### config.mk
export PLATFORM = sky130hd
export DESIGN_NAME = systolic_result_packer
export DESIGN_NICKNAME = d
export VERILOG_FILES = /design/src/rtl/systolic_result_packer.sv
export SDC_FILE = /design/constraint.sdc
export NUM_CORES = 1
export LEC_CHECK = 0
export ABC_AREA = 1
export ABC_CLOCK_PERIOD_IN_PS = 4400
export CORE_MARGIN = 2
export CORE_UTILIZATION = 60
export CTS_CLUSTER_DIAMETER = 150
export DETAILED_ROUTE_END_ITERATION = 6
export PLACE_DENSITY_LB_ADDON = 0.1
export SYNTH_ARGS = -nofsm -noshare
export SYNTH_HDL_FRONTEND = slang
export SYNTH_SLANG_ARGS = --single-unit
### constraint.sdc
create_clock -name clk -period 4.4 [get_ports clk]
set_input_delay 0.88 -clock clk [delete_from_list [all_inputs] [get_ports clk]]
set_output_delay 0.88 -clock clk [all_outputs]
set_load 0.005 [all_outputs]
### src/rtl/systolic_result_packer.sv
// Packs a captured BN_NUM-element result vector into PACK_NUM-lane words and
// drains them through a register FIFO. Optional build macro: RESULT_PACKER_PARITY_EN.
module systolic_result_packer #(
  parameter int BN_NUM     = 10,
  parameter int BW_ACT     = 8,
  parameter int PACK_NUM   = 4,
  parameter int FIFO_DEPTH = 4
) (
  input  logic                       clk,
  input  logic                       reset_n,
  input  logic                       res_valid_in,
  input  logic signed [BW_ACT-1:0]   res_in [BN_NUM],
  output logic                       res_ready_out,
  output logic                       out_valid,
  output logic [PACK_NUM*BW_ACT-1:0] out_data,
  output logic                       out_last,
  input  logic                       out_ready,
  output logic                       busy,
  output logic                       drop_err,
  input  logic                       err_clr,
  output logic                       dbg_state
`ifdef RESULT_PACKER_PARITY_EN
  ,
  output logic [PACK_NUM-1:0]        out_parity
`endif
);

  localparam int NW    = (BN_NUM + PACK_NUM - 1) / PACK_NUM;
  localparam int IDX_W = $clog2(NW * PACK_NUM + 1);
  localparam int PTR_W = $clog2(FIFO_DEPTH);
  localparam int CNT_W = $clog2(FIFO_DEPTH + 1);
  localparam int WW    = PACK_NUM * BW_ACT;

  typedef enum logic {S_IDLE = 1'b0, S_PACK = 1'b1} state_t;

  state_t             state_q, state_d;
  logic [BW_ACT-1:0]  cap_q [BN_NUM];
  logic [IDX_W-1:0]   idx_q;
  logic [WW-1:0]      mem_data [FIFO_DEPTH];
  logic               mem_last [FIFO_DEPTH];
  logic [PTR_W-1:0]   wr_ptr_q, rd_ptr_q;
  logic [CNT_W-1:0]   count_q;
  logic               drop_q;

  logic               push, pop, last_word, drop;
  logic [WW-1:0]      push_data;

  // Handshake: a word transfers on every edge where out_valid && out_ready;
  // once out_valid is high it stays high with out_data/out_last unchanged
  // until that transfer happens.
  assign push      = (state_q == S_PACK) && (count_q < CNT_W'(FIFO_DEPTH));
  assign pop       = out_valid && out_ready;
  assign last_word = (idx_q == IDX_W'((NW - 1) * PACK_NUM));
  assign drop      = res_valid_in && !res_ready_out;

  always_ff @(posedge clk or negedge reset_n) begin
    if (!reset_n) state_q <= S_IDLE;
    else          state_q <= state_d;
  end

  always_comb begin
    state_d = state_q;
    case (state_q)
      S_IDLE:  if (res_valid_in) state_d = S_PACK;
      S_PACK:  if (push && last_word) state_d = S_IDLE;
      default: state_d = S_IDLE;
    endcase
  end

  always_comb begin
    res_ready_out = (state_q == S_IDLE);
    busy          = (state_q == S_PACK) || (count_q != '0);
    dbg_state     = state_q;
  end

  // Lane k takes element idx+k; lanes past the end of the vector stay zero.
  always_comb begin
    push_data = '0;
    for (int k = 0; k < PACK_NUM; k++) begin
      for (int e = 0; e < BN_NUM; e++) begin
        if (int'(idx_q) + k == e) push_data[k*BW_ACT +: BW_ACT] = cap_q[e];
      end
    end
  end

  always_ff @(posedge clk or negedge reset_n) begin
    if (!reset_n) begin
      idx_q <= '0;
      for (int i = 0; i < BN_NUM; i++) cap_q[i] <= '0;
    end else if (state_q == S_IDLE && res_valid_in) begin
      idx_q <= '0;
      for (int i = 0; i < BN_NUM; i++) cap_q[i] <= res_in[i];
    end else if (push) begin
      idx_q <= idx_q + IDX_W'(PACK_NUM);
    end
  end

  always_ff @(posedge clk or negedge reset_n) begin
    if (!reset_n) begin
      wr_ptr_q <= '0;
      rd_ptr_q <= '0;
      count_q  <= '0;
      for (int i = 0; i < FIFO_DEPTH; i++) begin
        mem_data[i] <= '0;
        mem_last[i] <= 1'b0;
      end
    end else begin
      if (push) begin
        mem_data[wr_ptr_q] <= push_data;
        mem_last[wr_ptr_q] <= last_word;
        wr_ptr_q           <= wr_ptr_q + PTR_W'(1);
      end
      if (pop) rd_ptr_q <= rd_ptr_q + PTR_W'(1);
      case ({push, pop})
        2'b10:   count_q <= count_q + CNT_W'(1);
        2'b01:   count_q <= count_q - CNT_W'(1);
        default: count_q <= count_q;
      endcase
    end
  end

`ifdef RESULT_PACKER_PARITY_EN
  logic [PACK_NUM-1:0] mem_par [FIFO_DEPTH];
  logic [PACK_NUM-1:0] push_par;

  always_comb begin
    push_par = '0;
    for (int k = 0; k < PACK_NUM; k++) push_par[k] = ^push_data[k*BW_ACT +: BW_ACT];
  end

  always_ff @(posedge clk or negedge reset_n) begin
    if (!reset_n) begin
      for (int i = 0; i < FIFO_DEPTH; i++) mem_par[i] <= '0;
    end else if (push) begin
      mem_par[wr_ptr_q] <= push_par;
    end
  end

  assign out_parity = mem_par[rd_ptr_q];
`endif

  // A drop in the same cycle as err_clr must not be lost.
  always_ff @(posedge clk or negedge reset_n) begin
    if (!reset_n)     drop_q <= 1'b0;
    else if (drop)    drop_q <= 1'b1;
    else if (err_clr) drop_q <= 1'b0;
  end

  assign drop_err  = drop_q;
  assign out_valid = (count_q != '0);
  assign out_data  = mem_data[rd_ptr_q];
  assign out_last  = mem_last[rd_ptr_q];

endmodule
==> flow_metrics.tcl <==
set metrics [dict create \
    drcViolationCount 0 \
    post_cts_buffers 0 \
    dr.pass1.iters 5 \
    synthFlopType "dfrtp_1" \
    hold_viol 0 \
    synthArstFlopShare_pct 100.0 \
    fin_tns_setup_ns 0 \
    antenna-diode-count 0 \
    wl_per_cell_um 16.69 \
    period_share_pct 82.97 \
    grtUsageTotal_pct 30.21 \
    ctsResizeCount 0 \
    syn-num-nets 1384 \
    cp.arrival_ns 2.77 \
    start_util_pct 60.67 \
    core_area_sq_um 17120 \
    pwr_density_cell_nw_per_um2 789.0 \
    hpwl_um 16570 \
    stdcell_count 1606 \
    die_height_um 135.6 \
    p_leak_nw 6.355 \
    area_delta_synth_final_pct 18.47 \
    cts-root-buf "clkbuf_16" \
    layout_setup_ws_ns 0.7495 \
    cp_max_fo 33 \
    ys_seq_area_share_pct 53.73 \
    drtIter0Drc 727 \
    outcome "complete, no violations" \
    routabilityCongestion 0.8309 \
    grt_pass1_vias 8704 \
    total_power_mw 9.707 \
    switching_share_pct 40.95 \
    combPwrFrac_pct 43.7 \
    critical_path_class "reg2out" \
    worst_pin_slew_ns 1.114 \
    port_buffers 122 \
    p_int_mw 5.732 \
    die_x_um 135.6 \
    clockBufferDepth 3 \
    slew_headroom_pct 25.68 \
    netlist_instances 1289 \
    postRouteAntennaNets 0 \
    min_period_ns 3.651 \
    num_vias 8962 \
    setup_viol 0 \
    final_nets 1458 \
    place_inst 1562 \
    syn_area_sq_um 10380 \
    clk-insertion-delay-late_ns 0.52 \
    ys_types 23 \
    ir_drop_mv 0.4114 \
    clk_pin_slew_ns 0.06 \
    htreeDepth 1 \
    routed_wl_um 26810 \
    layout-drive-gt1-share_pct 4.924 \
    maxCapViolations 0 \
    grt_pass1_wl_um 43930 \
    clockPowerShare_pct 21.1 \
    tritoncts "built" \
    cp-start-kind "flip-flop" \
    antenna_found_initial 0 \
    viasPerCell 5.580 \
    yosys_warnings 0 \
    fmax_mhz 273.9 \
    dieArea_sq_um 18380 \
    p_sw_mw 3.975 \
    maxSlewViolCount 0 \
    io_pins 123 \
    fp-row-count 48 \
    cts-buffers-inserted 24 \
    hp-class "in2async" \
    rsz0062_at_grt "false" \
    cts_hold_buf 0 \
    grt_max_degree 102 \
    gr-total-overflow 0 \
    ys_seq_elements 223 \
    critPathRequiredTime_ns 3.52 \
    synth_edf_count 0 \
    seq_power_share_pct 35.2 \
    crit_path_end_kind "output pin" \
    pre_cts_slack_ns 1.319 \
    syn_avg_cell_area_sq_um 8.057 \
    cts.sinks 223 \
    fin_util_pct 71.88 \
    clock_skew_ns 0.009577 \
]
## worst paths after layout
check | startpoint | end | slack (ns) | depth (start not counted)
min in group clk | mem_data[85] | mem_data[85] | 0.46 | 2
worst min-delay path | reset_n | mem_data[83] | 0.44 | 1
max in group asynchronous | reset_n | cap_q[2] | 3.02 | 2
worst min register to register | mem_data[85] | mem_data[85] | 0.46 | 2
worst max register to register | idx_q[3] | mem_data[94] | 2.15 | 7
worst max-delay path | rd_ptr_q[1] | out_data[31] | 0.75 | 4
## cell usage in the layout (no fill, tap or decap)
master	instances
nand2_1	526
dfrtp_1	222
nand3_1	154
clkdlybuf4s50_1	120
nor2_1	84
o21ai_0	75
inv_1	43
a21oi_1	38
o22ai_1	32
clkbuf_16	25
buf_4	9
ha_1	8
clkbuf_8	6
inv_2	5
clkbuf_1	5
clkinv_2	5
nor2_8	4
o21ai_2	4
xnor2_1	2
nand2_4	2
nand4_1	2
bufinv_16	2
xor2_1	1
fa_1	1
ha_2	1
inv_6	1
clkinvlp_4	1
buf_2	1
buf_12	1
dfrtp_2	1
## per-layer routing
metal | share of wire (%) | up-vias | wire [um] | track usage, %
met2 | 46 | 349 | 12380 | 46.80
met1 | 44 | 4295 | 11710 | 44.23
li1 | - | 4280 | - | -
met5 | 0 | - | 0 | 0
met4 | 1.7 | 0 | 464 | 8.507
met3 | 8.4 | 38 | 2253 | 5.350
## sequential cells by signal, indices dropped and copies added (netlist names), 2 cells and up
signal,count
idx_q,2
cap_q,80
mem_data,128
rd_ptr_q,2
mem_last,4
count_q,3
wr_ptr_q,2
## power by group through the flow
stage	clock (mW)	sequential (mW)	combinational, mW
after floorplan	0	3.29	2.84
after global placement	0	3.38	4.08
after detailed placement	0	3.42	4.20
after CTS	2.06	3.40	4.23
after global routing	2.15	3.51	4.74
final	2.05	3.42	4.24
## through the flow
stage / hold slack, ns / instance area, sq um
after global placement: 0.4480 / 11490
after CTS: 0.4680 / 12300
after floorplan: 0.4366 / 10390
after global routing: 0.4853 / 12300
final: 0.4379 / 12300
after detailed placement: 0.4532 / 11490
## worst max-delay path: stages, from the launching register on
cell	delay [ns]
dfrtp_1	0.37
inv_1	0.81
o21ai_0	0.22
o22ai_1	0.28
clkdlybuf4s50_1	0.57
## area by class of cell
| type | instances | area [sq um] |
|---|---|---|
| multi-input cells | 934 | 4138 |
| fillers | 1390 | 4813 |
| inverters | 48 | 180.2 |
| flip-flops and latches | 223 | 5582 |
| clock buffers | 35 | 713.2 |
| repair buffers | 132 | 1308 |
| well taps | 225 | 281.5 |
| clock inverters | 9 | 101.3 |
## synthesized netlist by cell type (4+ instances only)
library cell | count | share of area (%)
a21oi_1 | 38 | 1.8
buf_2 | 21 | 1.0
buf_4 | 17 | 1.2
buf_6 | 12 | 1.3
clkbuf_1 | 30 | 1.1
dfrtp_1 | 223 | 54
ha_1 | 9 | 1.1
inv_1 | 43 | 1.6
inv_2 | 5 | 0.18
nand2_1 | 527 | 19
nand3_1 | 154 | 7.4
nor2_1 | 84 | 3.0
nor2_8 | 4 | 0.77
o21ai_0 | 75 | 3.6
o21ai_2 | 4 | 0.34
o22ai_1 | 32 | 1.9
## logic make-up after synthesis
family / count (synthesis) / share of synthesized area, %
fa+ha+maj: 10 / 1.277
xor+xnor: 3 / 0.2531
flops: 223 / 53.73
simple gates: 772 / 30.51
buf+inv: 132 / 6.518
compound gates: 149 / 7.711
No activity file was read; power rests on OpenSTA's default activity.
